**config.mk**
```make
export PLATFORM = sky130hd
export DESIGN_NAME = taxi_eth_tx_frame_arb
export DESIGN_NICKNAME = d
export VERILOG_FILES = /design/src/rtl/taxi_eth_tx_arb_pkg.sv /design/src/rtl/taxi_rr_arb_sel.sv /design/src/rtl/taxi_eth_tx_frame_arb.sv
export SDC_FILE = /design/constraint.sdc
export NUM_CORES = 1
export LEC_CHECK = 0
export BUFFER_PORTS_ARGS = -buffer_cell sky130_fd_sc_hd__buf_2
export CORE_AREA = 2 2 269 271
export CTS_CLUSTER_DIAMETER = 60
export DETAILED_ROUTE_END_ITERATION = 10
export DIE_AREA = 0 0 271 273
export PLACE_DENSITY_LB_ADDON = 0.12
export SYNTH_ARGS = -nofsm -noshare
export SYNTH_HDL_FRONTEND = slang
export SYNTH_SLANG_ARGS = --single-unit
```
**constraint.sdc**
```tcl
create_clock -name clk -period 5.35 [get_ports clk]
set_clock_uncertainty 0.2 [all_clocks]
set_input_delay 0.8025 -clock clk [delete_from_list [all_inputs] [get_ports clk]]
set_output_delay 0.8025 -clock clk [all_outputs]
set_load 0.005 [all_outputs]
```
**src/rtl/taxi_eth_tx_arb_pkg.sv**
```systemverilog
// Shared types and round-robin helper for the MAC TX frame arbiter.
// Pure combinational helpers, no state.
package taxi_eth_tx_arb_pkg;

    localparam int RR_MAX_PORTS = 16;
    localparam int RR_IDX_W     = 4;

    typedef enum logic {
        ST_IDLE   = 1'b0,
        ST_ACTIVE = 1'b1
    } arb_state_t;

    typedef struct packed {
        logic                found;
        logic [RR_IDX_W-1:0] idx;
    } rr_sel_t;

    // First set request strictly after ptr, wrapping at ports; ptr itself is checked last.
    function automatic rr_sel_t rr_next_grant(
        input logic [RR_MAX_PORTS-1:0] req,
        input logic [RR_IDX_W-1:0]     ptr,
        input int                      ports
    );
        rr_sel_t res;
        int      cand;
        res = '0;
        for (int k = 1; k <= RR_MAX_PORTS; k++) begin
            cand = int'(ptr) + k;
            if (cand >= ports) begin
                cand = cand - ports;
            end
            if ((k <= ports) && !res.found && req[cand[RR_IDX_W-1:0]]) begin
                res.found = 1'b1;
                res.idx   = cand[RR_IDX_W-1:0];
            end
        end
        return res;
    endfunction

endpackage

```
**src/rtl/taxi_rr_arb_sel.sv**
```systemverilog
// Combinational round-robin priority selector: searches upward from ptr_i+1 modulo N.
// Zero latency, no flow control.
module taxi_rr_arb_sel
    import taxi_eth_tx_arb_pkg::*;
#(
    parameter int N = 4,
    parameter int W = (N > 1) ? $clog2(N) : 1
) (
    input  logic [N-1:0] req_i,
    input  logic [W-1:0] ptr_i,
    output logic [W-1:0] idx_o,
    output logic         found_o
);

    logic [RR_MAX_PORTS-1:0] req_ext;
    rr_sel_t                 sel;
    logic                    sel_unused;

    always_comb begin
        req_ext        = '0;
        req_ext[N-1:0] = req_i;
        sel            = rr_next_grant(req_ext, RR_IDX_W'(ptr_i), N);
    end

    assign idx_o      = sel.idx[W-1:0];
    assign found_o    = sel.found;
    assign sel_unused = ^sel.idx;

endmodule

```
**src/rtl/taxi_eth_tx_frame_arb.sv**
```systemverilog
// Frame-granular round-robin mux of PORTS AXI-S sources onto one MAC TX stream, source index prefixed to tid.
// One idle arbitration cycle per frame, then zero-latency passthrough; completions demuxed back by tag with zero latency.
module taxi_eth_tx_frame_arb
    import taxi_eth_tx_arb_pkg::*;
#(
    parameter int PORTS     = 4,
    parameter int DATA_W    = 64,
    parameter int KEEP_W    = DATA_W/8,
    parameter int USER_W    = 1,
    parameter int SRC_TAG_W = 12,
    parameter int PORT_W    = $clog2(PORTS),
    parameter int MAC_TAG_W = SRC_TAG_W + PORT_W,
    parameter int CPL_W     = 96
) (
    input  logic                       clk,
    input  logic                       rst,

    input  logic [PORTS*DATA_W-1:0]    s_tdata,
    input  logic [PORTS*KEEP_W-1:0]    s_tkeep,
    input  logic [PORTS-1:0]           s_tvalid,
    output logic [PORTS-1:0]           s_tready,
    input  logic [PORTS-1:0]           s_tlast,
    input  logic [PORTS*USER_W-1:0]    s_tuser,
    input  logic [PORTS*SRC_TAG_W-1:0] s_tid,

    output logic [DATA_W-1:0]          m_tdata,
    output logic [KEEP_W-1:0]          m_tkeep,
    output logic                       m_tvalid,
    input  logic                       m_tready,
    output logic                       m_tlast,
    output logic [USER_W-1:0]          m_tuser,
    output logic [MAC_TAG_W-1:0]       m_tid,

    input  logic [CPL_W-1:0]           s_cpl_tdata,
    input  logic [MAC_TAG_W-1:0]       s_cpl_tid,
    input  logic                       s_cpl_tvalid,
    output logic                       s_cpl_tready,

    output logic [CPL_W-1:0]           m_cpl_tdata,
    output logic [SRC_TAG_W-1:0]       m_cpl_tid,
    output logic [PORTS-1:0]           m_cpl_tvalid,
    input  logic [PORTS-1:0]           m_cpl_tready,

    input  logic [PORTS-1:0]           cfg_port_enable,
    output logic [PORTS-1:0]           stat_grant,
    output logic                       stat_busy
);

    arb_state_t        state_q;
    logic [PORT_W-1:0] grant_q;
    logic [PORT_W-1:0] rr_ptr_q;
    logic [PORTS-1:0]  stat_grant_q;

    logic [PORTS-1:0]  req;
    logic [PORT_W-1:0] sel_idx;
    logic              sel_found;
    logic              active;
    logic              frame_end;

    logic                 g_vld;
    logic                 g_last;
    logic [DATA_W-1:0]    g_dat;
    logic [KEEP_W-1:0]    g_keep;
    logic [USER_W-1:0]    g_user;
    logic [SRC_TAG_W-1:0] g_tid;

    logic [PORT_W-1:0]    cpl_port;
    logic                 cpl_rdy;

    assign req = s_tvalid & cfg_port_enable;

    taxi_rr_arb_sel #(
        .N (PORTS),
        .W (PORT_W)
    ) u_sel (
        .req_i   (req),
        .ptr_i   (rr_ptr_q),
        .idx_o   (sel_idx),
        .found_o (sel_found)
    );

    // Reset gates every handshake immediately so an aborted frame cannot leak a beat.
    assign active = (state_q == ST_ACTIVE) && !rst;

    always_comb begin
        g_vld  = 1'b0;
        g_last = 1'b0;
        g_dat  = '0;
        g_keep = '0;
        g_user = '0;
        g_tid  = '0;
        for (int i = 0; i < PORTS; i++) begin
            if (grant_q == PORT_W'(i)) begin
                g_vld  = s_tvalid[i];
                g_last = s_tlast[i];
                g_dat  = s_tdata[i*DATA_W +: DATA_W];
                g_keep = s_tkeep[i*KEEP_W +: KEEP_W];
                g_user = s_tuser[i*USER_W +: USER_W];
                g_tid  = s_tid[i*SRC_TAG_W +: SRC_TAG_W];
            end
        end
    end

    always_comb begin
        s_tready = '0;
        if (active) begin
            for (int i = 0; i < PORTS; i++) begin
                s_tready[i] = (grant_q == PORT_W'(i)) && m_tready;
            end
        end
    end

    assign m_tvalid  = active && g_vld;
    assign m_tlast   = active && g_last;
    assign m_tdata   = g_dat;
    assign m_tkeep   = g_keep;
    assign m_tuser   = g_user;
    assign m_tid     = {grant_q, g_tid};
    assign frame_end = m_tvalid && m_tready && m_tlast;

    always_ff @(posedge clk) begin
        if (rst) begin
            state_q      <= ST_IDLE;
            grant_q      <= '0;
            rr_ptr_q     <= PORT_W'(PORTS-1);
            stat_grant_q <= '0;
        end else begin
            stat_grant_q <= '0;
            case (state_q)
                ST_IDLE: begin
                    if (sel_found) begin
                        grant_q      <= sel_idx;
                        rr_ptr_q     <= sel_idx;
                        stat_grant_q <= PORTS'(1) << sel_idx;
                        state_q      <= ST_ACTIVE;
                    end
                end
                ST_ACTIVE: begin
                    if (frame_end) begin
                        state_q <= ST_IDLE;
                    end
                end
                default: state_q <= ST_IDLE;
            endcase
        end
    end

    assign stat_grant = rst ? '0 : stat_grant_q;
    assign stat_busy  = active;

    // Completions whose port field names no source are acked and discarded.
    assign cpl_port = s_cpl_tid[MAC_TAG_W-1:SRC_TAG_W];

    always_comb begin
        m_cpl_tvalid = '0;
        cpl_rdy      = 1'b1;
        for (int i = 0; i < PORTS; i++) begin
            if (cpl_port == PORT_W'(i)) begin
                m_cpl_tvalid[i] = s_cpl_tvalid && !rst;
                cpl_rdy         = m_cpl_tready[i];
            end
        end
    end

    assign s_cpl_tready = cpl_rdy && !rst;
    assign m_cpl_tdata  = s_cpl_tdata;
    assign m_cpl_tid    = s_cpl_tid[SRC_TAG_W-1:0];

endmodule

```
Yosys cells after proc, flatten, opt, wreduce, memory -nomap -nowiden
Index checks and enable logic that the tools add are counted.
Cells by class
  reductions and logical operators: 22
  bitwise logic cells: 3
  multiplexer cells: 53
  divide/modulo/power cells: 0
  magnitude comparators: 8
  multipliers: 0
  add/subtract/negate cells: 8
  shift operators: 1
  equality and inequality tests: 6
Operators with widths (count)
  64-bit 2-to-1 mux: 4
  32-bit by 4-bit greater-or-equal comparator with 1-bit output, second input constant: 4
  12-bit 2-to-1 mux: 4
  8-bit 2-to-1 mux: 4
  1-bit 2-to-1 mux: 26
  4-bit 2-to-1 mux: 6
  4-bit by 5-bit less-than comparator with 1-bit output, second input constant: 4
  5-bit 2-to-1 mux: 4
  1-bit binary-select mux with 4-bit select: 4
  4-bit subtractor, second input constant: 4
  1-bit logical AND: 14
  2-bit equality test, second input constant: 4
  2-bit by 2-bit adder with 3-bit output, second input constant: 2
  2-bit by 3-bit adder with 4-bit output, second input constant: 1
  4-bit AND: 1
  2-bit by 1-bit equality test with 1-bit output, second input constant: 2
  1-bit zero test: 4
  2-bit zero test: 2
  1-bit by 2-bit left shift with 4-bit output, first input constant: 1
  2-bit by 1-bit adder with 3-bit output, second input constant: 1
  3-bit OR reduction: 1
  1-bit NOT: 2
  1-bit one-hot mux with 2 select lines: 1
  2-bit AND reduction: 1
Storage, ports and cells
  bits in latches: 0
  input port bits: 470
  memories: 0
  memory bits (read-only): 0
  register bits: 9
  output and inout port bits: 211
  RAM bits: 0

Depth between registers and ports, before layout
Gate-level depths: netlist of run 1.
  word-level depth: 17
  mapped depth: 7
  mapped depth without buffers: 7

Modules after synthesis
A second synthesis of run 1 with hierarchy kept.
Unflattened totals
  cell total of the unflattened synthesis: 308
  area, all modules: 3673.5 um^2
By module, submodules not included
  taxi_eth_tx_frame_arb: sequential area each 180.2 um^2, area each 3349.5 um^2, instances 1, cells an instance 272
  taxi_rr_arb_sel: sequential area each 0.0 um^2, area each 324.1 um^2, instances 1, cells an instance 36

Least setup slack after synthesis of run 1
OpenSTA, ideal clock, no wires.
  path kind: register -> output
  start point: register grant_q[0]
  end point: output m_tdata[17]
  stages on the path, launching flop included: 4
  path buffers: 2
  arrival time: 1.726 ns
  setup slack: 2.622 ns
  cell sequence: dfxtp_1 -> clkbuf_1 -> buf_1 -> mux4_2
Between the ends
  cells in the longest elaborated chain, start to end: 5
  elaborated cells on any way between the ends: 8
  those cells by class: 3 x eq/ne; 4 x mux; 1 x reduce/logical
RTL lines
  start: declaration: line taxi_eth_tx_frame_arb.sv:50  | logic [PORT_W-1:0] grant_q;
  start signal: assignment: line taxi_eth_tx_frame_arb.sv:132  | grant_q <= sel_idx;
  2-bit zero test: line taxi_eth_tx_frame_arb.sv:93  | if (grant_q == PORT_W'(i)) begin
  64-bit 2-to-1 mux (3 in series): line taxi_eth_tx_frame_arb.sv:93
  64-bit 2-to-1 mux *: line taxi_eth_tx_frame_arb.sv:93
  end: declaration: line taxi_eth_tx_frame_arb.sv:26  | output logic [DATA_W-1:0] m_tdata,
Mark *: on every way between the ends. The rest lies on a longest branch, timed or not.

Worst setup path after layout of run 1
  start point: register grant_q[0]
  end point: output m_tdata[13]
The elaborated chain is that of the path after synthesis.

==> results of run 1 <==
==> worst max-delay path, delay by kind of cell, from the launching register on <==
family,cells,cell delay [ps]
buffers and inverters,2,720
muxes,1,620
DFF,1,610
==> flip-flops by register name (all words and copies together) (netlist names) <==
register,count
rr_ptr_q,2
state_q,1
stat_grant_q,4
grant_q,2
==> cells by family (layout without fill, tap and decap cells) <==
family / count (synthesis) / after routing / share of synthesized area
AOI/OAI and AO/OA: 17 / 17 / 0.0412
adders and majority gates: 3 / 3 / 0.0102
muxes: 91 / 91 / 0.560
and+or+nand+nor: 58 / 58 / 0.0916
buffers and inverters: 133 / 474 / 0.248
DFF: 9 / 9 / 0.0490
==> metal layers <==
layer,share of wire,track usage,vias up
met2,0.50,0.114,324
met4,0.034,0.0249,6
li1,-,-,1809
met5,0.0016,0,-
met3,0.096,0.0221,42
met1,0.37,0.0679,2058
==> synth_stat cells (3+ instances only) <==
cell                       count
sky130_fd_sc_hd__nor3_1        7
sky130_fd_sc_hd__and2_1        8
sky130_fd_sc_hd__a21oi_1       4
sky130_fd_sc_hd__nand3_1       4
sky130_fd_sc_hd__dfxtp_1       9
sky130_fd_sc_hd__ha_1          3
sky130_fd_sc_hd__buf_2         4
sky130_fd_sc_hd__buf_1         7
sky130_fd_sc_hd__buf_4       108
sky130_fd_sc_hd__mux4_2       89
sky130_fd_sc_hd__clkbuf_1     10
sky130_fd_sc_hd__nor2_1       10
sky130_fd_sc_hd__nand2_1       9
sky130_fd_sc_hd__nor2b_1       8
==> through the flow <==
| step | cell area, µm² | util | std cells | setup slack, ps | power (W) |
|---|---|---|---|---|---|
| 2_1_floorplan | 3680 | - | 311 | 2620 | 0.00103 |
| 3_3_place_gp | 6340 | 0.0893 | 1598 | 2210 | 0.00165 |
| 3_5_place_dp | 6340 | 0.0893 | 1598 | 2230 | 0.00162 |
| 4_1_cts | 6420 | 0.0904 | 1602 | 1970 | 0.00176 |
| 5_1_grt | 6420 | 0.0904 | 1602 | 1890 | 0.00186 |
| 6_report | 6420 | 0.0904 | 1602 | 2100 | 0.00170 |
==> cell type report <==
cell class | count | area (µm²) | share of cell area
multi-input cells | 169 | 2580 | 0.402
clock buffers | 4 | 78.8 | 0.0123
repair buffers | 467 | 2370 | 0.369
well taps | 950 | 1190 | 0.185
flip-flops and latches | 9 | 188 | 0.0292
inverters | 3 | 11.3 | 0.00175
==> worst max-delay path by stage <==
| stage | start | end | slack, ps |
|---|---|---|---|
| floorplan | grant_q[0] | m_tdata[17] | 2620 |
| global placement | grant_q[0] | m_tid[0] | 2210 |
| detailed placement | grant_q[0] | m_tid[0] | 2230 |
| CTS | grant_q[0] | m_tid[0] | 1970 |
| global route | grant_q[0] | m_tdata[13] | 1890 |
| finish | grant_q[0] | m_tdata[13] | 2100 |
==> where the power goes <==
group / total (W) / leakage [nW] / switching [W] / internal [W]
clock: 0.000134 / 0.0382 / 0.0000339 / 0.0000998
sequential: 0.000203 / 0.0754 / 0.000109 / 0.0000945
combinational: 0.00137 / 2.60 / 0.000604 / 0.000763
==> report_table.html, run 1 <==
<table>
<tr><th>Metric</th><th>Value</th></tr>
<tr><th colspan="2">Critical path</th></tr>
<tr><td>Maximum fanout encountered on the critical timing path</td><td>30</td></tr>
<tr><td>Worst path cell trace</td><td>buf_4, mux4_2, buf_2</td></tr>
<tr><td>Critical path type</td><td>reg2out</td></tr>
<tr><td>Logic depth of the worst register-to-register path</td><td>7</td></tr>
<tr><td>Launching element type of the critical path</td><td>register</td></tr>
<tr><td>Largest stage delay on the critical path</td><td>620 ps</td></tr>
<tr><td>FF-to-FF setup slack</td><td>2360 ps</td></tr>
<tr><td>Required time of the critical path</td><td>4350 ps</td></tr>
<tr><td>Destination of the worst register-to-register timing path</td><td>stat_grant_q[2]</td></tr>
<tr><td>Arrival time of the worst setup path</td><td>2250 ps</td></tr>
<tr><td>Crit-path slowest cell</td><td>sky130_fd_sc_hd__mux4_2</td></tr>
<tr><td>CP Capture Type</td><td>output port</td></tr>
<tr><td>Startpoint of the lowest-slack register-to-register path</td><td>rr_ptr_q[0]</td></tr>
<tr><th colspan="2">Synth</th></tr>
<tr><td>Area of the mapped netlist</td><td>3680 µm²</td></tr>
<tr><td>Async S/R FF share, synth</td><td>0</td></tr>
<tr><td>Leading post-synthesis cells by cell area</td><td>sky130_fd_sc_hd__mux4_2 (55%), sky130_fd_sc_hd__buf_4 (22%), sky130_fd_sc_hd__dfxtp_1 (4.9%), sky130_fd_sc_hd__mux4_1 (1.4%), sky130_fd_sc_hd__and2_1 (1.4%)</td></tr>
<tr><td>Yosys Warn Count</td><td>0</td></tr>
<tr><td>Flip-flop cell with the highest count after synthesis</td><td>sky130_fd_sc_hd__dfxtp_1</td></tr>
<tr><td>Post-synthesis net count</td><td>784</td></tr>
<tr><td>Post-synthesis register bit count</td><td>9</td></tr>
<tr><td>Cells after Synth</td><td>311</td></tr>
<tr><td>Post-synthesis sequential area ratio</td><td>0.0490</td></tr>
<tr><td>Count of flip-flops with a built-in enable after synthesis</td><td>0</td></tr>
<tr><td>Unique cell type count in the Yosys netlist</td><td>38</td></tr>
<tr><td>Top cell type's share of synthesized area</td><td>0.545</td></tr>
<tr><td>Yosys top cell by area</td><td>sky130_fd_sc_hd__mux4_2</td></tr>
<tr><td>Post-synthesis average cell area</td><td>11.8 µm²</td></tr>
<tr><th colspan="2">Clocking</th></tr>
<tr><td>Clock latency on the worst-skew pair</td><td>240 ps</td></tr>
<tr><td>CTS Hold Buffers Added</td><td>0</td></tr>
<tr><td>Number of H-tree levels</td><td>1</td></tr>
<tr><td>Number of instances resized during post-cts repair</td><td>0</td></tr>
<tr><td>CTS Root Cell</td><td>sky130_fd_sc_hd__clkbuf_16</td></tr>
<tr><td>Clock transition at the registers of the reported paths</td><td>40 ps</td></tr>
<tr><td>Count of clock tree sinks</td><td>9</td></tr>
<tr><td>CTS buffer count</td><td>3</td></tr>
<tr><td>CTS tree</td><td>yes</td></tr>
<tr><td>Post-CTS Setup Repair Bufs</td><td>0</td></tr>
<tr><td>Maximum clock insertion buffer count</td><td>2</td></tr>
<tr><th colspan="2">Global routing</th></tr>
<tr><td>Total routing resource utilization after global routing</td><td>0.0633</td></tr>
<tr><td>Number of antenna violations at the first check in global routing</td><td>4</td></tr>
<tr><td>Total gr overflow</td><td>0</td></tr>
<tr><td>Maximum number of pins on one net before global-route repair</td><td>54</td></tr>
<tr><td>Via count of the first global-routing pass</td><td>4649</td></tr>
<tr><td>Wire length of the first global-routing pass</td><td>33700 µm</td></tr>
<tr><th colspan="2">Pwr</th></tr>
<tr><td>Max rail drop VDD</td><td>0.0809 mV</td></tr>
<tr><td>Cell area power density</td><td>266 nW/µm²</td></tr>
<tr><td>Static leakage</td><td>2.71 nW</td></tr>
<tr><th colspan="2">Die</th></tr>
<tr><td>Height of the die</td><td>273 µm</td></tr>
<tr><td>Floorplan die width</td><td>271 µm</td></tr>
<tr><td>Total number of placement rows</td><td>98</td></tr>
<tr><td>Starting density of the core</td><td>0.0518</td></tr>
<tr><td>Die outline area</td><td>74000 µm²</td></tr>
<tr><td>I/O Pins</td><td>681</td></tr>
<tr><td>Core area</td><td>71000 µm²</td></tr>
<tr><th colspan="2">Timing</th></tr>
<tr><td>Final max-slew violation count</td><td>0</td></tr>
<tr><td>Worst hold slack</td><td>427 ps</td></tr>
<tr><td>Pin slew with the least headroom to its limit</td><td>760 ps</td></tr>
<tr><td>Unrepaired setup endpoints after global routing</td><td>false</td></tr>
<tr><td>Max-slew headroom at the worst pin</td><td>0.493</td></tr>
<tr><td>Number of failing setup endpoints in the final timing report</td><td>0</td></tr>
<tr><td>Final hold vios</td><td>0</td></tr>
<tr><td>Total negative slack</td><td>0 ps</td></tr>
<tr><td>Maximum achievable frequency</td><td>0.307 GHz</td></tr>
<tr><td>Period utilisation layout</td><td>0.608</td></tr>
<tr><td>Minimum clock period</td><td>3250 ps</td></tr>
<tr><th colspan="2">Status</th></tr>
<tr><td>Outcome</td><td>finished clean</td></tr>
<tr><th colspan="2">Cells and area</th></tr>
<tr><td>Filler Cells Inserted</td><td>8284</td></tr>
<tr><td>Final-stage net count</td><td>1126</td></tr>
<tr><td>Most frequent cells in the layout</td><td>sky130_fd_sc_hd__buf_2 (464), sky130_fd_sc_hd__mux4_2 (89), sky130_fd_sc_hd__nor2_1 (10)</td></tr>
<tr><td>Fraction of final layout cells with drive strength greater than 1</td><td>0.880</td></tr>
<tr><td>Commonest non-fill, non-tap cell in the layout</td><td>sky130_fd_sc_hd__buf_2</td></tr>
<tr><td>Synthesis-to-layout area growth</td><td>74.6%</td></tr>
<tr><td>Antenna cell count</td><td>0</td></tr>
<tr><th colspan="2">Min path</th></tr>
<tr><td>Hold path endpoint</td><td>state_q</td></tr>
<tr><td>Source of the worst hold timing path</td><td>state_q</td></tr>
<tr><td>Worst Hold Class</td><td>reg2reg</td></tr>
<tr><td>Instance count along the most critical hold path</td><td>2</td></tr>
<tr><th colspan="2">Drt</th></tr>
<tr><td>Per-cell via count in the routed design</td><td>2.65</td></tr>
<tr><td>Routed len/inst</td><td>15.9 µm</td></tr>
<tr><td>First-pass iteration count of the detailed router</td><td>4</td></tr>
<tr><td>Remaining antenna violation count</td><td>0</td></tr>
<tr><td>Detailed Route Iter0 Violations</td><td>126</td></tr>
<tr><td>Detailed-route via count</td><td>4239</td></tr>
<tr><td>Number of remaining DRC errors</td><td>0</td></tr>
<tr><td>DRT Wirelength</td><td>25500 µm</td></tr>
<tr><th colspan="2">Flow run</th></tr>
<tr><td>Total of max-cap violations</td><td>0</td></tr>
<tr><th colspan="2">Placement</th></tr>
<tr><td>Number of buffers added on ports</td><td>464</td></tr>
<tr><td>Global placer's final weighted congestion</td><td>0.842</td></tr>
<tr><td>DP HPWL</td><td>22700 µm</td></tr>
</table>
Power figures use the tool's default switching activity.
==> run 2, diff against run 1 <==
--- a/config.mk
+++ b/config.mk
@@ -5,11 +5,12 @@
 export SDC_FILE = /design/constraint.sdc
 export NUM_CORES = 1
 export LEC_CHECK = 0
+export ABC_AREA = 1
 export BUFFER_PORTS_ARGS = -buffer_cell sky130_fd_sc_hd__buf_2
-export CORE_AREA = 2 2 269 271
+export CORE_AREA = 2 2 261 263
 export CTS_CLUSTER_DIAMETER = 60
 export DETAILED_ROUTE_END_ITERATION = 10
-export DIE_AREA = 0 0 271 273
+export DIE_AREA = 0 0 263 265
 export PLACE_DENSITY_LB_ADDON = 0.12
 export SYNTH_ARGS = -nofsm -noshare
 export SYNTH_HDL_FRONTEND = slang
==> constraint.sdc (replaced) <==
create_clock -name clk -period 3.4 [get_ports clk]
set_clock_uncertainty 0.2 [all_clocks]
set_input_delay 0.51 -clock clk [delete_from_list [all_inputs] [get_ports clk]]
set_output_delay 0.51 -clock clk [all_outputs]
set_load 0.005 [all_outputs]
==> run 2 against run 1 <==
  * Synthesized cell count up 130%
  * Register-to-register slack worse by 1200 ps
  * Utilization up 0.40 points
==> report_table.html, run 2 <==
<table>
<tr><th>Metric</th><th>Value</th></tr>
<tr><th colspan="2">Status</th></tr>
<tr><td>Outcome</td><td>finished clean</td></tr>
<tr><th colspan="2">Timing</th></tr>
<tr><td>Pin slew with the least headroom to its limit</td><td>536 ps</td></tr>
<tr><td>Max-slew headroom at the worst pin</td><td>0.643</td></tr>
<tr><td>Least setup slack across all paths after layout</td><td>451 ps</td></tr>
<tr><td>Final max-slew violation count</td><td>0</td></tr>
<tr><td>Total negative slack</td><td>0 ps</td></tr>
<tr><td>Unrepaired setup endpoints after global routing</td><td>false</td></tr>
<tr><td>Final hold vios</td><td>0</td></tr>
<tr><td>Maximum achievable frequency</td><td>0.339 GHz</td></tr>
<tr><td>Period utilisation layout</td><td>0.867</td></tr>
<tr><td>Number of failing setup endpoints in the final timing report</td><td>0</td></tr>
<tr><td>Minimum clock period</td><td>2950 ps</td></tr>
<tr><th colspan="2">Die</th></tr>
<tr><td>Die outline area</td><td>69700 µm²</td></tr>
<tr><td>I/O Pins</td><td>681</td></tr>
<tr><td>Starting density of the core</td><td>0.0545</td></tr>
<tr><td>Floorplan die width</td><td>263 µm</td></tr>
<tr><td>Total number of placement rows</td><td>95</td></tr>
<tr><td>Height of the die</td><td>265 µm</td></tr>
<tr><td>Core area</td><td>66800 µm²</td></tr>
<tr><th colspan="2">Placement</th></tr>
<tr><td>Cells after DPL</td><td>1904</td></tr>
<tr><td>DP Worst Slack</td><td>658 ps</td></tr>
<tr><td>Number of buffers added on ports</td><td>464</td></tr>
<tr><td>Global placer's final weighted congestion</td><td>0.878</td></tr>
<tr><td>DP HPWL</td><td>22300 µm</td></tr>
<tr><th colspan="2">Drt</th></tr>
<tr><td>Remaining antenna violation count</td><td>0</td></tr>
<tr><td>Detailed Route Iter0 Violations</td><td>235</td></tr>
<tr><td>Top Layer Used</td><td>met4</td></tr>
<tr><td>Per-cell via count in the routed design</td><td>3.08</td></tr>
<tr><td>Met3 wirelength from detailed routing</td><td>2770 µm</td></tr>
<tr><td>Metal1 wirelength</td><td>8960 µm</td></tr>
<tr><td>DRT Wirelength</td><td>26200 µm</td></tr>
<tr><td>Number of remaining DRC errors</td><td>0</td></tr>
<tr><td>First-pass iteration count of the detailed router</td><td>4</td></tr>
<tr><td>Routed len/inst</td><td>13.7 µm</td></tr>
<tr><td>Detailed-route via count</td><td>5875</td></tr>
<tr><td>Total length of routed met2 wires</td><td>12900 µm</td></tr>
<tr><th colspan="2">Pwr</th></tr>
<tr><td>P_sw</td><td>0.00138 W</td></tr>
<tr><td>Static leakage</td><td>3.11 nW</td></tr>
<tr><td>Switching power share of the total</td><td>0.544</td></tr>
<tr><td>Part of the total power dissipated in sequential elements</td><td>0.073</td></tr>
<tr><td>Combinational power share</td><td>0.844</td></tr>
<tr><td>Max rail drop VDD</td><td>0.195 mV</td></tr>
<tr><td>Total power consumption of the routed design</td><td>0.00253 W</td></tr>
<tr><td>Internal power component</td><td>0.00115 W</td></tr>
<tr><td>Cell area power density</td><td>401 nW/µm²</td></tr>
<tr><td>Share of total power in the clock network</td><td>0.083</td></tr>
<tr><th colspan="2">Clocking</th></tr>
<tr><td>Number of instances resized during post-cts repair</td><td>0</td></tr>
<tr><td>Clock latency on the worst-skew pair</td><td>240 ps</td></tr>
<tr><td>CTS Root Cell</td><td>sky130_fd_sc_hd__clkbuf_16</td></tr>
<tr><td>Maximum clock insertion buffer count</td><td>2</td></tr>
<tr><td>CTS buffer count</td><td>3</td></tr>
<tr><td>CTS Hold Buffers Added</td><td>0</td></tr>
<tr><td>Number of H-tree levels</td><td>1</td></tr>
<tr><td>CTS tree</td><td>yes</td></tr>
<tr><td>Count of clock tree sinks</td><td>9</td></tr>
<tr><td>Clock transition at the registers of the reported paths</td><td>40 ps</td></tr>
<tr><td>Post-CTS Setup Repair Bufs</td><td>0</td></tr>
<tr><th colspan="2">Synth</th></tr>
<tr><td>Count of flip-flops with a built-in enable after synthesis</td><td>0</td></tr>
<tr><td>Ranking of synthesized cells by instance count</td><td>sky130_fd_sc_hd__nand2_1 (373), sky130_fd_sc_hd__buf_4 (108), sky130_fd_sc_hd__nand4_1 (85)</td></tr>
<tr><td>Cells after Synth</td><td>702</td></tr>
<tr><td>Yosys Warn Count</td><td>0</td></tr>
<tr><td>Leading post-synthesis cells by cell area</td><td>sky130_fd_sc_hd__nand2_1 (38%), sky130_fd_sc_hd__buf_4 (22%), sky130_fd_sc_hd__nand4_1 (15%), sky130_fd_sc_hd__dfxtp_1 (5.0%), sky130_fd_sc_hd__buf_2 (3.3%)</td></tr>
<tr><td>Async S/R FF share, synth</td><td>0</td></tr>
<tr><td>Yosys top cell by area</td><td>sky130_fd_sc_hd__nand2_1</td></tr>
<tr><td>Area of the mapped netlist</td><td>3640 µm²</td></tr>
<tr><td>Post-synthesis register bit count</td><td>9</td></tr>
<tr><td>Top cell type's share of synthesized area</td><td>0.385</td></tr>
<tr><td>Flip-flop cell with the highest count after synthesis</td><td>sky130_fd_sc_hd__dfxtp_1</td></tr>
<tr><td>Post-synthesis sequential area ratio</td><td>0.0495</td></tr>
<tr><td>Post-synthesis average cell area</td><td>5.18 µm²</td></tr>
<tr><td>Post-synthesis net count</td><td>1175</td></tr>
<tr><td>Most used standard cell by instance count after synthesis</td><td>sky130_fd_sc_hd__nand2_1</td></tr>
<tr><td>Unique cell type count in the Yosys netlist</td><td>32</td></tr>
<tr><th colspan="2">Critical path</th></tr>
<tr><td>Maximum fanout encountered on the critical timing path</td><td>51</td></tr>
<tr><td>Required time of the critical path</td><td>2690 ps</td></tr>
<tr><td>Launching element type of the critical path</td><td>register</td></tr>
<tr><td>CP Capture Type</td><td>output port</td></tr>
<tr><td>Critical path type</td><td>reg2out</td></tr>
<tr><td>Arrival time of the worst setup path</td><td>2240 ps</td></tr>
<tr><th colspan="2">Min path</th></tr>
<tr><td>Worst Hold Class</td><td>reg2reg</td></tr>
<tr><th colspan="2">Global routing</th></tr>
<tr><td>Via count of the first global-routing pass</td><td>6177</td></tr>
<tr><td>Maximum number of pins on one net before global-route repair</td><td>52</td></tr>
<tr><td>Wire length of the first global-routing pass</td><td>36800 µm</td></tr>
<tr><td>Number of antenna violations at the first check in global routing</td><td>1</td></tr>
<tr><td>Total gr overflow</td><td>0</td></tr>
<tr><td>Total routing resource utilization after global routing</td><td>0.0690</td></tr>
<tr><th colspan="2">Cells and area</th></tr>
<tr><td>Most flop-heavy register</td><td>stat_grant_q</td></tr>
<tr><td>Final-stage net count</td><td>1509</td></tr>
<tr><td>Fraction of final layout cells with drive strength greater than 1</td><td>0.493</td></tr>
<tr><td>Synthesis-to-layout area growth</td><td>73.3%</td></tr>
<tr><td>Filler Cells Inserted</td><td>8047</td></tr>
<tr><td>Flip-flop count of the largest register, all copies and words added</td><td>4</td></tr>
<tr><td>Non-filler cells, final</td><td>1909</td></tr>
<tr><td>Most frequent cells in the layout</td><td>sky130_fd_sc_hd__buf_2 (464), sky130_fd_sc_hd__nand2_1 (373), sky130_fd_sc_hd__nand4_1 (85)</td></tr>
<tr><td>Commonest non-fill, non-tap cell in the layout</td><td>sky130_fd_sc_hd__buf_2</td></tr>
<tr><td>Largest registers</td><td>stat_grant_q (4), grant_q (2), rr_ptr_q (2)</td></tr>
<tr><th colspan="2">Flow run</th></tr>
<tr><td>Total of max-cap violations</td><td>0</td></tr>
</table>
[run 2: final cells by class]
cell class | count | area, µm² | area share
Timing Repair Buffer | 475 | 2470 | 0.391
Clock buffer | 4 | 78.8 | 0.0125
Antenna cell | 1 | 2.50 | 0.000397
Tap cell | 873 | 1090 | 0.173
Inverter | 21 | 88.8 | 0.0141
Sequential cell | 9 | 180 | 0.0286
Multi-Input combinational cell | 526 | 2400 | 0.380
[run 2: path summary, 6_finish.rpt]
path	to	slack, ps	startpoint	depth (start not counted)
setup / recovery	m_tdata[31]	450	grant_q[0]	7
hold / removal	grant_q[0]	390	grant_q[0]	2
setup reg to reg	grant_q[1]	1170	rr_ptr_q[0]	11
hold reg to reg	grant_q[0]	390	grant_q[0]	2
[run 2: metal layers]
metal | global-route usage | up-vias
met5 | 0 | -
met4 | 0.0386 | 0
met3 | 0.0256 | 61
met2 | 0.127 | 439
met1 | 0.0664 | 2555
li1 | - | 2820
[run 2: worst max-delay path: stages (launching register included)]
cell	delay (ps)
sky130_fd_sc_hd__dfxtp_1	480
sky130_fd_sc_hd__inv_1	180
sky130_fd_sc_hd__nand2_1	190
sky130_fd_sc_hd__clkinv_2	370
sky130_fd_sc_hd__buf_12	320
sky130_fd_sc_hd__nand2_1	110
sky130_fd_sc_hd__nand4_1	100
sky130_fd_sc_hd__buf_2	150
[run 2: per-stage QoR]
stage                     instance area, µm²  hold WS (ps)  utilization
final                                   6310           388       0.0944
after floorplan                         3640           321            -
after global routing                    6310           421       0.0944
after CTS                               6300           389       0.0944
after global placement                  6220           375       0.0932
after detailed placement                6220           383       0.0932
[run 2: cells by family after synthesis]
family / synth area share
simple gates: 0.625
buf+inv: 0.296
compound gates: 0.0193
flops: 0.0495
fa+ha+maj: 0.0103
[run 2: power by group through the flow]
stage | Sequential (W) | Combinational [W] | Clock, W
finish | 0.000185 | 0.00214 | 0.000210
global route | 0.000194 | 0.00241 | 0.000222
CTS | 0.000187 | 0.00221 | 0.000218
detailed placement | 0.000188 | 0.00221 | 0
global placement | 0.000186 | 0.00226 | 0
floorplan | 0.000162 | 0.00128 | 0
==> run 3, diff against run 2 <==
--- a/config.mk
+++ b/config.mk
@@ -12,6 +12,7 @@
 export DETAILED_ROUTE_END_ITERATION = 10
 export DIE_AREA = 0 0 263 265
 export PLACE_DENSITY_LB_ADDON = 0.12
+export REMOVE_ABC_BUFFERS = 1
 export SYNTH_ARGS = -nofsm -noshare
 export SYNTH_HDL_FRONTEND = slang
 export SYNTH_SLANG_ARGS = --single-unit
==> run 3 against run 2 <==
  * Die area stayed put
  * Clock power hardly changed
  * Critical path depth stayed put
  * Sequential power barely moved
  * Register-to-register slack worse by 30 ps
  * Via count is 7.4% higher
  * Wire length grew 58%
  * Non-clock buffer count down 1
  * Setup slack got worse by 58 ps
  * Sequential cell count unchanged
  * Hold slack barely moved
  * Maximum frequency decreased by 1.9%
  * Largest power group unchanged
==> report_table.html, run 3 (synthesized netlist as in run 2, its figures left out) <==
<table>
<tr><th>Metric</th><th>Value</th></tr>
<tr><th colspan="2">Timing</th></tr>
<tr><td>Minimum clock period</td><td>3010 ps</td></tr>
<tr><td>Period utilisation layout</td><td>0.884</td></tr>
<tr><td>Maximum achievable frequency</td><td>0.333 GHz</td></tr>
<tr><td>Pin slew with the least headroom to its limit</td><td>682 ps</td></tr>
<tr><td>Unrepaired setup endpoints after global routing</td><td>false</td></tr>
<tr><td>Final max-slew violation count</td><td>0</td></tr>
<tr><td>Final hold vios</td><td>0</td></tr>
<tr><td>Max-slew headroom at the worst pin</td><td>0.545</td></tr>
<tr><td>Number of failing setup endpoints in the final timing report</td><td>0</td></tr>
<tr><th colspan="2">Clocking</th></tr>
<tr><td>CTS tree</td><td>yes</td></tr>
<tr><td>Clock transition at the registers of the reported paths</td><td>40 ps</td></tr>
<tr><td>Post-CTS Setup Repair Bufs</td><td>0</td></tr>
<tr><td>Number of instances resized during post-cts repair</td><td>0</td></tr>
<tr><td>Clock latency on the worst-skew pair</td><td>240 ps</td></tr>
<tr><td>CTS Hold Buffers Added</td><td>0</td></tr>
<tr><td>Number of H-tree levels</td><td>1</td></tr>
<tr><td>Count of clock tree sinks</td><td>9</td></tr>
<tr><td>Maximum clock insertion buffer count</td><td>2</td></tr>
<tr><td>CTS buffer count</td><td>3</td></tr>
<tr><td>CTS Root Cell</td><td>sky130_fd_sc_hd__clkbuf_16</td></tr>
<tr><th colspan="2">Critical path</th></tr>
<tr><td>CP Capture Type</td><td>output port</td></tr>
<tr><td>Maximum fanout encountered on the critical timing path</td><td>34</td></tr>
<tr><td>Crit-path slowest cell</td><td>sky130_fd_sc_hd__dfxtp_1</td></tr>
<tr><td>Critical path type</td><td>reg2out</td></tr>
<tr><td>Arrival time of the worst setup path</td><td>2300 ps</td></tr>
<tr><td>Largest stage delay on the critical path</td><td>480 ps</td></tr>
<tr><td>Worst path cell trace</td><td>inv_1, nand2_1, clkinv_2, buf_12, nand2_1, nand4_1, buf_2</td></tr>
<tr><td>Library cell appearing most often on the critical path</td><td>sky130_fd_sc_hd__nand2_1</td></tr>
<tr><td>Required time of the critical path</td><td>2690 ps</td></tr>
<tr><td>Launching element type of the critical path</td><td>register</td></tr>
<tr><th colspan="2">Cells and area</th></tr>
<tr><td>Antenna cell count</td><td>0</td></tr>
<tr><td>Flip-flop count of the largest register, all copies and words added</td><td>4</td></tr>
<tr><td>Synthesis-to-layout area growth</td><td>73.7%</td></tr>
<tr><td>Commonest non-fill, non-tap cell in the layout</td><td>sky130_fd_sc_hd__buf_2</td></tr>
<tr><td>Largest registers</td><td>stat_grant_q (4), grant_q (2), rr_ptr_q (2)</td></tr>
<tr><td>Most frequent cells in the layout</td><td>sky130_fd_sc_hd__buf_2 (464), sky130_fd_sc_hd__nand2_1 (373), sky130_fd_sc_hd__nand4_1 (85)</td></tr>
<tr><td>Fraction of final layout cells with drive strength greater than 1</td><td>0.492</td></tr>
<tr><td>Final-stage net count</td><td>1508</td></tr>
<tr><td>Final core utilization</td><td>0.0946</td></tr>
<tr><td>Most flop-heavy register</td><td>stat_grant_q</td></tr>
<tr><td>Filler Cells Inserted</td><td>8055</td></tr>
<tr><th colspan="2">Global routing</th></tr>
<tr><td>Wire length of the first global-routing pass</td><td>54300 µm</td></tr>
<tr><td>Most used routing layer in global routing</td><td>met2</td></tr>
<tr><td>Total routing resource utilization after global routing</td><td>0.111</td></tr>
<tr><td>GR Util met2</td><td>0.157</td></tr>
<tr><td>Via count of the first global-routing pass</td><td>6238</td></tr>
<tr><td>Total gr overflow</td><td>0</td></tr>
<tr><td>Maximum number of pins on one net before global-route repair</td><td>86</td></tr>
<tr><td>Met1 Resource Use GR</td><td>0.129</td></tr>
<tr><td>Number of antenna violations at the first check in global routing</td><td>4</td></tr>
<tr><td>Met3 demand-to-capacity share in global routing</td><td>0.0914</td></tr>
<tr><th colspan="2">Drt</th></tr>
<tr><td>Number of remaining DRC errors</td><td>0</td></tr>
<tr><td>Detailed Route Iter0 Violations</td><td>402</td></tr>
<tr><td>DRT Wirelength</td><td>41500 µm</td></tr>
<tr><td>Remaining antenna violation count</td><td>0</td></tr>
<tr><td>Detailed-route via count</td><td>6310</td></tr>
<tr><td>First-pass iteration count of the detailed router</td><td>6</td></tr>
<tr><td>Per-cell via count in the routed design</td><td>3.31</td></tr>
<tr><td>Routed len/inst</td><td>21.8 µm</td></tr>
<tr><th colspan="2">Die</th></tr>
<tr><td>Floorplan die width</td><td>263 µm</td></tr>
<tr><td>Die outline area</td><td>69700 µm²</td></tr>
<tr><td>Total number of placement rows</td><td>95</td></tr>
<tr><td>Height of the die</td><td>265 µm</td></tr>
<tr><td>I/O Pins</td><td>681</td></tr>
<tr><td>Core area</td><td>66800 µm²</td></tr>
<tr><td>Starting density of the core</td><td>0.0545</td></tr>
<tr><th colspan="2">Flow run</th></tr>
<tr><td>Total of max-cap violations</td><td>0</td></tr>
<tr><th colspan="2">Min path</th></tr>
<tr><td>Worst Hold Class</td><td>reg2reg</td></tr>
<tr><th colspan="2">Placement</th></tr>
<tr><td>Global placer's final weighted congestion</td><td>0.833</td></tr>
<tr><td>DP HPWL</td><td>33900 µm</td></tr>
<tr><td>Number of buffers added on ports</td><td>464</td></tr>
<tr><th colspan="2">Pwr</th></tr>
<tr><td>Cell area power density</td><td>419 nW/µm²</td></tr>
<tr><td>Static leakage</td><td>3.11 nW</td></tr>
<tr><td>Max rail drop VDD</td><td>0.183 mV</td></tr>
<tr><td>Total power consumption of the routed design</td><td>0.00265 W</td></tr>
<tr><th colspan="2">Status</th></tr>
<tr><td>Outcome</td><td>finished clean</td></tr>
</table>
-- run 3: cell count changes in the layout (fill, tap and decap cells not counted) --
cell | previous run | this run
sky130_fd_sc_hd__diode_2 | 1 | 0
sky130_fd_sc_hd__buf_4 | 6 | 3
sky130_fd_sc_hd__buf_12 | 5 | 7
-- run 3: area by class of cell --
cell class | instances | area [µm²] | area share
clock buffer | 4 | 78.8 | 0.0125
multi-input combinational | 526 | 2400 | 0.379
inverter | 21 | 88.8 | 0.0141
tap | 873 | 1090 | 0.173
sequential | 9 | 180 | 0.0285
timing repair buffer | 474 | 2480 | 0.393
-- run 3: where the power goes --
| group | internal (W) | switching (W) | total [W] |
|---|---|---|---|
| logic | 0.000885 | 0.00136 | 0.00225 |
| clock network | 0.000157 | 0.0000534 | 0.000210 |
| registers | 0.000142 | 0.0000450 | 0.000187 |
| total | 0.00118 | 0.00146 | 0.00265 |
-- run 3: layer usage --
metal | part of all wire | up-vias
li1 | - | 2822
met1 | 0.40 | 2825
met2 | 0.40 | 613
met3 | 0.18 | 32
met4 | 0.0056 | 18
met5 | 0.014 | -
-- run 3: worst paths after layout --
path / from / endpoint / slack, ps / depth (start not counted)
setup / recovery: grant_q[0] / m_tdata[32] / 390 / 7
setup reg to reg: rr_ptr_q[0] / grant_q[1] / 1140 / 11
hold / removal: grant_q[0] / grant_q[0] / 390 / 2
hold reg to reg: grant_q[0] / grant_q[0] / 390 / 2
-- run 3: worst max-delay path, delay by kind of cell, from the launching register on --
kind          cells  cell delay [ps]
buf+inv           4             1180
flops             1              480
simple gates      3              360
-- run 3: stage by stage --
step	instance area, µm²	setup slack, ps	cells	hold slack, ps	TNS, ps
final	6320	393	1907	387	0
after global routing	6320	149	1907	423	0
after CTS	6320	269	1907	396	0
after detailed placement	6240	522	1903	385	0
after global placement	6240	629	1903	406	0
after floorplan	2650	-740	556	315	-56250
